$ cat config.mk
export PLATFORM = sky130hd
export DESIGN_NAME = tile_select_overlay_flat
export DESIGN_NICKNAME = d
export VERILOG_FILES = /design/src/rtl/vga_pkg.sv /design/src/rtl/vga_if.sv /design/src/rtl/tile_frame_hit.sv /design/src/rtl/tile_select_overlay.sv /design/src/flat_wrapper.sv
export SDC_FILE = /design/constraint.sdc
export NUM_CORES = 1
export LEC_CHECK = 0
export CAP_MARGIN = 20
export CORE_ASPECT_RATIO = 2
export CORE_MARGIN = 2
export CORE_UTILIZATION = 40
export CTS_CLUSTER_DIAMETER = 100
export DETAILED_ROUTE_END_ITERATION = 6
export HOLD_SLACK_MARGIN = 0.05
export PLACE_DENSITY = 0.74
export SYNTH_ARGS = -nofsm -noshare
export SYNTH_HDL_FRONTEND = slang
export SYNTH_SLANG_ARGS = --single-unit
$ cat constraint.sdc
create_clock -name clk -period 2.6 [get_ports clk]
set_input_delay 0.78 -clock clk [delete_from_list [all_inputs] [get_ports clk]]
set_output_delay 0.78 -clock clk [all_outputs]
set_load 0.01 [all_outputs]
$ cat src/rtl/vga_pkg.sv
// vga_pkg: tile geometry, selector constants and shared types for the 3x3 tile overlay
package vga_pkg;
  localparam int SEL_COLS = 3;
  localparam int SEL_ROWS = 3;
  localparam int X_1_DIM  = 40;
  localparam int X_2_DIM  = 240;
  localparam int X_3_DIM  = 440;
  localparam int Y_1_DIM  = 40;
  localparam int Y_2_DIM  = 200;
  localparam int Y_3_DIM  = 360;
  localparam int A_side   = 180;
  localparam int B_side   = 140;

  typedef enum logic {BROWSE, LOCKED} sel_state_t;

  typedef struct packed {
    logic cancel;
    logic confirm;
    logic up;
    logic down;
    logic left;
    logic right;
  } sel_req_t;

  function automatic logic signed [11:0] tile_x(input logic [1:0] c);
    return c == 2'd0 ? 12'(X_1_DIM) : c == 2'd1 ? 12'(X_2_DIM) : 12'(X_3_DIM);
  endfunction

  function automatic logic signed [11:0] tile_y(input logic [1:0] r);
    return r == 2'd0 ? 12'(Y_1_DIM) : r == 2'd1 ? 12'(Y_2_DIM) : 12'(Y_3_DIM);
  endfunction
endpackage

$ cat src/rtl/vga_if.sv
// vga_if: VGA timing plus pixel colour stream between renderer stages
interface vga_if;
  logic [10:0] vcount;
  logic [10:0] hcount;
  logic        vsync;
  logic        vblnk;
  logic        hsync;
  logic        hblnk;
  logic [11:0] rgb;
  modport in  (input  vcount, vsync, vblnk, hcount, hsync, hblnk, rgb);
  modport out (output vcount, vsync, vblnk, hcount, hsync, hblnk, rgb);
endinterface

$ cat src/rtl/tile_frame_hit.sv
// tile_frame_hit: true when the pixel lies in the FRAME_W-wide ring just outside the selected tile
module tile_frame_hit
  import vga_pkg::*;
#(
  parameter int FRAME_W = 3
) (
  input  logic [10:0] hcount,
  input  logic [10:0] vcount,
  input  logic [1:0]  col,
  input  logic [1:0]  row,
  output logic        hit
);
  localparam logic signed [11:0] FW = 12'(FRAME_W);
  localparam logic signed [11:0] AW = 12'(A_side);
  localparam logic signed [11:0] BH = 12'(B_side);
  logic signed [11:0] x, y, xc, yc;
  logic outer, inner;
  // signed compares keep tiles near the screen edge from wrapping below zero
  always_comb begin
    x     = $signed({1'b0, hcount});
    y     = $signed({1'b0, vcount});
    xc    = tile_x(col);
    yc    = tile_y(row);
    outer = x >= xc - FW && x <= xc + AW + FW && y >= yc - FW && y <= yc + BH + FW;
    inner = x >= xc && x <= xc + AW && y >= yc && y <= yc + BH;
    hit   = outer & ~inner;
  end
endmodule

$ cat src/rtl/tile_select_overlay.sv
// tile_select_overlay: button-driven tile cursor with lock/blink, drawn as a frame on the VGA stream
module tile_select_overlay
  import vga_pkg::*;
#(
  parameter int          FRAME_W      = 3,
  parameter int          BLINK_FRAMES = 16,
  parameter logic [11:0] COLOR_BROWSE = 12'hFF0,
  parameter logic [11:0] COLOR_LOCK   = 12'h0F0
) (
  input  logic       clk,
  input  logic       rst,
  input  logic       btn_left,
  input  logic       btn_right,
  input  logic       btn_up,
  input  logic       btn_down,
  input  logic       btn_confirm,
  input  logic       btn_cancel,
  vga_if.in          in,
  vga_if.out         out,
  output logic [3:0] sel_idx,
  output logic       sel_locked,
  output logic       sel_valid
);
  localparam int BW = BLINK_FRAMES > 1 ? $clog2(BLINK_FRAMES) : 1;
  localparam logic [BW-1:0] BLINK_LAST = BW'(BLINK_FRAMES - 1);
  localparam logic [1:0] COL_LAST = 2'(SEL_COLS - 1);
  localparam logic [1:0] ROW_LAST = 2'(SEL_ROWS - 1);

  sel_state_t    state_q, state_d;
  sel_req_t      pend_q, pend_d, btn;
  logic [1:0]    col_q, col_d, row_q, row_d;
  logic [BW-1:0] blink_q, blink_d;
  logic          vis_q, vis_d, valid_q, valid_d;
  logic          frame_start, hit, stay_locked;
  logic [10:0]   hcount_q, vcount_q;
  logic          hsync_q, hblnk_q, vsync_q, vblnk_q;
  logic [11:0]   rgb_q, rgb_d;

  assign btn = {btn_cancel, btn_confirm, btn_up, btn_down, btn_left, btn_right};

  tile_frame_hit #(.FRAME_W(FRAME_W)) u_hit (
    .hcount(in.hcount),
    .vcount(in.vcount),
    .col   (col_q),
    .row   (row_q),
    .hit   (hit)
  );

  // collect button requests and apply them only at vblnk rising, so a frame never shows a torn cursor
  always_comb begin
    frame_start = in.vblnk & ~vblnk_q;
    pend_d      = frame_start ? btn : sel_req_t'(pend_q | btn);
    state_d     = state_q;
    valid_d     = 1'b0;
    col_d       = col_q;
    row_d       = row_q;
    blink_d     = blink_q;
    vis_d       = vis_q;
    stay_locked = 1'b0;
    if (frame_start) begin
      if (state_q == LOCKED && pend_q.cancel) state_d = BROWSE;
      else if (state_q == BROWSE && pend_q.confirm) state_d = LOCKED;
      valid_d     = state_q == BROWSE && state_d == LOCKED;
      stay_locked = state_q == LOCKED && state_d == LOCKED;
      if (state_d == BROWSE) begin
        row_d = pend_q.up   ? (row_q == 2'd0 ? row_q : row_q - 2'd1) :
                pend_q.down ? (row_q == ROW_LAST ? row_q : row_q + 2'd1) : row_q;
        col_d = pend_q.left  ? (col_q == 2'd0 ? COL_LAST : col_q - 2'd1) :
                pend_q.right ? (col_q == COL_LAST ? 2'd0 : col_q + 2'd1) : col_q;
      end
      blink_d = stay_locked ? (blink_q == BLINK_LAST ? '0 : blink_q + 1'b1) : '0;
      vis_d   = stay_locked ? vis_q ^ (blink_q == BLINK_LAST) : 1'b1;
    end
  end

  // frame colour replaces the pixel on the ring, outside blanking, unless the locked blink is in its dark half
  always_comb
    rgb_d = (in.hblnk | in.vblnk | ~hit) ? in.rgb :
            state_q == BROWSE ? COLOR_BROWSE :
            vis_q ? COLOR_LOCK : in.rgb;

  // selector state and the one-cycle output register stage
  always_ff @(posedge clk or negedge rst)
    if (!rst) begin
      state_q  <= BROWSE;
      pend_q   <= '0;
      col_q    <= '0;
      row_q    <= '0;
      blink_q  <= '0;
      vis_q    <= 1'b1;
      valid_q  <= 1'b0;
      hcount_q <= '0;
      vcount_q <= '0;
      hsync_q  <= 1'b0;
      hblnk_q  <= 1'b0;
      vsync_q  <= 1'b0;
      vblnk_q  <= 1'b0;
      rgb_q    <= '0;
    end else begin
      state_q  <= state_d;
      pend_q   <= pend_d;
      col_q    <= col_d;
      row_q    <= row_d;
      blink_q  <= blink_d;
      vis_q    <= vis_d;
      valid_q  <= valid_d;
      hcount_q <= in.hcount;
      vcount_q <= in.vcount;
      hsync_q  <= in.hsync;
      hblnk_q  <= in.hblnk;
      vsync_q  <= in.vsync;
      vblnk_q  <= in.vblnk;
      rgb_q    <= rgb_d;
    end

  assign out.hcount = hcount_q;
  assign out.vcount = vcount_q;
  assign out.hsync  = hsync_q;
  assign out.hblnk  = hblnk_q;
  assign out.vsync  = vsync_q;
  assign out.vblnk  = vblnk_q;
  assign out.rgb    = rgb_q;
  assign sel_idx    = 4'(row_q) * 4'(SEL_COLS) + 4'(col_q);
  assign sel_locked = state_q == LOCKED;
  assign sel_valid  = valid_q;
endmodule
$ cat src/flat_wrapper.sv
// flat-port wrapper written by rule: the top's interface ports become plain ports
module tile_select_overlay_flat import vga_pkg::*;
#(
  parameter int          FRAME_W      = 3,
  parameter int          BLINK_FRAMES = 16,
  parameter logic [11:0] COLOR_BROWSE = 12'hFF0,
  parameter logic [11:0] COLOR_LOCK   = 12'h0F0
)
  (clk, rst, btn_left, btn_right, btn_up, btn_down, btn_confirm, btn_cancel, sel_idx, sel_locked, sel_valid, in_vcount, in_vsync, in_vblnk, in_hcount, in_hsync, in_hblnk, in_rgb, out_vcount, out_vsync, out_vblnk, out_hcount, out_hsync, out_hblnk, out_rgb);
  vga_if in_i ();
  vga_if out_i ();
  input  logic clk;
  input  logic rst;
  input  logic btn_left;
  input  logic btn_right;
  input  logic btn_up;
  input  logic btn_down;
  input  logic btn_confirm;
  input  logic btn_cancel;
  output logic [3:0] sel_idx;
  output logic sel_locked;
  output logic sel_valid;
  input wire logic [$bits(in_i.vcount)-1:0] in_vcount;
  input wire logic [$bits(in_i.vsync)-1:0] in_vsync;
  input wire logic [$bits(in_i.vblnk)-1:0] in_vblnk;
  input wire logic [$bits(in_i.hcount)-1:0] in_hcount;
  input wire logic [$bits(in_i.hsync)-1:0] in_hsync;
  input wire logic [$bits(in_i.hblnk)-1:0] in_hblnk;
  input wire logic [$bits(in_i.rgb)-1:0] in_rgb;
  output wire logic [$bits(out_i.vcount)-1:0] out_vcount;
  output wire logic [$bits(out_i.vsync)-1:0] out_vsync;
  output wire logic [$bits(out_i.vblnk)-1:0] out_vblnk;
  output wire logic [$bits(out_i.hcount)-1:0] out_hcount;
  output wire logic [$bits(out_i.hsync)-1:0] out_hsync;
  output wire logic [$bits(out_i.hblnk)-1:0] out_hblnk;
  output wire logic [$bits(out_i.rgb)-1:0] out_rgb;
  assign in_i.vcount = in_vcount;
  assign in_i.vsync = in_vsync;
  assign in_i.vblnk = in_vblnk;
  assign in_i.hcount = in_hcount;
  assign in_i.hsync = in_hsync;
  assign in_i.hblnk = in_hblnk;
  assign in_i.rgb = in_rgb;
  assign out_vcount = out_i.vcount;
  assign out_vsync = out_i.vsync;
  assign out_vblnk = out_i.vblnk;
  assign out_hcount = out_i.hcount;
  assign out_hsync = out_i.hsync;
  assign out_hblnk = out_i.hblnk;
  assign out_rgb = out_i.rgb;
  tile_select_overlay #(.FRAME_W(FRAME_W), .BLINK_FRAMES(BLINK_FRAMES), .COLOR_BROWSE(COLOR_BROWSE), .COLOR_LOCK(COLOR_LOCK)) u_core (.clk(clk), .rst(rst), .btn_left(btn_left), .btn_right(btn_right), .btn_up(btn_up), .btn_down(btn_down), .btn_confirm(btn_confirm), .btn_cancel(btn_cancel), .in(in_i), .out(out_i), .sel_idx(sel_idx), .sel_locked(sel_locked), .sel_valid(sel_valid));
endmodule
==> results.cfg <==
[finish]
final_common_cell = clkdlybuf4s50_1
syn_to_final_growth_pct = 67.32
fin_cells = 495
final_area_sq_mm = 0.004677
final_nets = 482
layout_common_cells = clkdlybuf4s50_1, buf_4, dfrtp_1
antenna_cells = 0
drive_above_1_share = 0.2963

[routing]
drt_iter0_markers = 95
num_vias = 2552
detail_route.wl_per_cell_um = 15.80
drtPass1Iterations = 4
via_per_inst = 5.156
drt_wl_total_mm = 7.821
drc = 0
ant_nets = 0

[global_routing]
grt_pass1_wl_mm = 12.89
grt_use_total = 0.2172
grt_pass1_vias = 2759
grt_max_degree = 23
gr-total-overflow = 0
grt_antenna_before_repair = 0

[setup_path]
critPathMaxStageDelay_ps = 550
worstPathRequired_ps = 1820
crit_path_start = u_core.row_q[0]
critPathSlowestCell = fa_1
critical_path.cell_chain = fa_1 -> ha_2 -> inv_2 -> fa_1 -> inv_1 -> buf_2
cp_max_fo = 2
end_kind = output port
crit_type = reg2out
cp.arrival_ps = 2130
r2r_start = u_core.col_q[1]
startpoint_type = register
cpMostUsedCell = fa_1

[job]
max_cap_viol_count = 0

[power]
power.switching_mw = 1.385
combPwrFrac = 0.563
clock_power_share = 0.180
powerDensity_mw_per_mm2 = 822.8
vdd_drop_max_v = 0.0009048
swShare = 0.3599
pwr-share-seq = 0.257
p_leak_nw = 2.080
internal-power_mw = 2.463

[sta]
period_needed_ps = 2910
grt_setup_unrepaired = true
fin_skew_ps = 3.886
fmax_mhz = 343.6
setup_viol = 10
fin_tns_setup_ps = -1169
hold_viol = 0
final.period_utilization = 1.119
drv_slew = 0
setup_slack_ps = -310.0

[placed_design]
port_buffers = 89
dpl.cell_count = 485
postPlaceCellArea_sq_mm = 0.004283
routabilityCongestion = 0.8808
hpwl_mm = 6.213

[floorplanning]
start_util = 0.4091
floorplan.core_area_sq_mm = 0.006833
die_height_um = 122.2
io_pins = 90
num_rows = 43
die_x_um = 63.11
die-area_sq_mm = 0.007713

[clock_tree]
clock_latency_ps = 300
ctsHoldBuffers = 0
h-tree-depth = 2
cts_buffers = 5
clkTransAtPathRegs_ps = 70
cts_tree = built
cts.sinks = 55
clockRootBuffer = clkbuf_16
clockBufferDepth = 2

[yosys]
synth_fp_nets = 324
synth_compound_area_frac = 0.1768
yosysTopAreaCell = dfrtp_1
avgSynthCellArea_sq_um = 11.36
syn_inst = 246
synthTopCellsByArea = dfrtp_1, ha_1, a21o_1, o21ai_0, inv_1
yosysSeqAreaShare = 0.4928
ys_types = 54
synth_edf_count = 0
synth_top_family_by_area = compound AO/OA/AOI/OAI gates
ys_seq_elements = 55
synth_async_sr_flop_share = 1.000
synth_fa_ha_area_frac = 0.1486
ys_dominant_reg_cell = dfrtp_1
yosys.area.top_type_share = 0.4834
synth-xor-area-share = 0.009400
ys_warn_count = 0
synth-simple-area-share = 0.1455
synth.cell_area_sq_mm = 0.002795
synthMuxAreaShare = 0

[run_status]
violations = negative setup slack
outcome = finished, violations left

[hold_path]
hp-class = in2async
[repair_timing]
action	in CTS	in global routing
gates resized for setup	31	31
endpoints found under the hold margin	0	0
setup endpoints to repair	15	15
pin swaps	20	24
setup buffers	2	1
[layer usage]
layer	wire length, um	share of wire	GRT usage
met5	0	0	0
met4	345	0.044	0.1208
met3	358	0.046	0.03758
met2	4244	0.54	0.4003
met1	2871	0.37	0.2300
[synthesized netlist by cell type (2+ instances only)]
| library cell | n |
|---|---|
| or2_2 | 2 |
| o2bb2ai_1 | 2 |
| o21a_1 | 4 |
| nand4_1 | 2 |
| nand2_1 | 9 |
| and3_1 | 2 |
| o21bai_1 | 2 |
| nand3b_1 | 4 |
| a22o_1 | 5 |
| o2111ai_1 | 2 |
| a21o_1 | 12 |
| nor4_1 | 2 |
| xor2_1 | 2 |
| nor2_1 | 16 |
| inv_1 | 17 |
| ha_1 | 30 |
| a31oi_1 | 4 |
| dfrtp_1 | 54 |
| clkbuf_1 | 2 |
| nand2b_1 | 7 |
| nor2b_1 | 3 |
| and2_1 | 4 |
| nand3_1 | 5 |
| fa_1 | 2 |
| o21ai_0 | 14 |
| a21oi_1 | 10 |
[power groups by stage]
stage	sequential, mW	clock (mW)	combinational, mW
2_1_floorplan	1.03	0	0.901
3_3_place_gp	0.998	0	1.89
3_5_place_dp	1.00	0	1.93
4_1_cts	0.988	0.711	2.03
5_1_grt	1.00	0.742	2.39
6_report	0.989	0.693	2.17
[sequential cells by signal (all words and copies together), names as in the netlist, 2 cells and up]
name,count
u_core.out.rgb,12
u_core.out.hcount,11
u_core.out.vcount,11
u_core.pend_q,6
u_core.blink_q,4
u_core.col_q,2
u_core.row_q,2
[critical path, delay by kind of cell (launching register included)]
family / cells / cell delay (ps)
adder cells (fa/ha/maj): 3 / 1210
flip-flops: 1 / 420
buffers and inverters: 3 / 210
[final cells by class]
cell class,count,area (sq um)
inverters,17,71.32
multi-input cells,172,1589
repair buffers,153,1371
flip-flops and latches,55,1380
well taps,90,112.6
clock buffers,5,125.1
clock inverters,3,27.53
fillers,526,2156
[cell families after synthesis]
kind of cell	count (synthesis)
other	1
and+or+nand+nor	67
xor gates and xnor gates	3
adders and majority gates	32
AOI/OAI and AO/OA	69
buffers and inverters	19
DFF	55
[metrics by stage]
step                      setup WS, ps  power, mW  hold slack, ps    util
after floorplan                  2.412      1.934           440.3       -
after global placement          -473.0      2.883           452.0  0.6268
after detailed placement        -571.0      2.927           466.5  0.6268
after CTS                       -308.4      3.724           416.0  0.6647
after global routing            -410.0      4.131           417.5  0.6845
final                           -310.0      3.848           407.1  0.6845
[path summary, 6_finish.rpt]
path | endpoint | slack (ps) | cells after the start
setup / recovery | sel_idx[2] | -310 | 6
hold / removal | u_core.out.hcount[2] | 410 | 1
setup reg to reg | u_core.out.rgb[9] | -100 | 12
hold reg to reg | u_core.pend_q[5] | 480 | 1
max in group asynchronous | u_core.vis_q | 1500 | 2
min in group clk | u_core.pend_q[5] | 480 | 1
(Power assumes the default switching activity.)
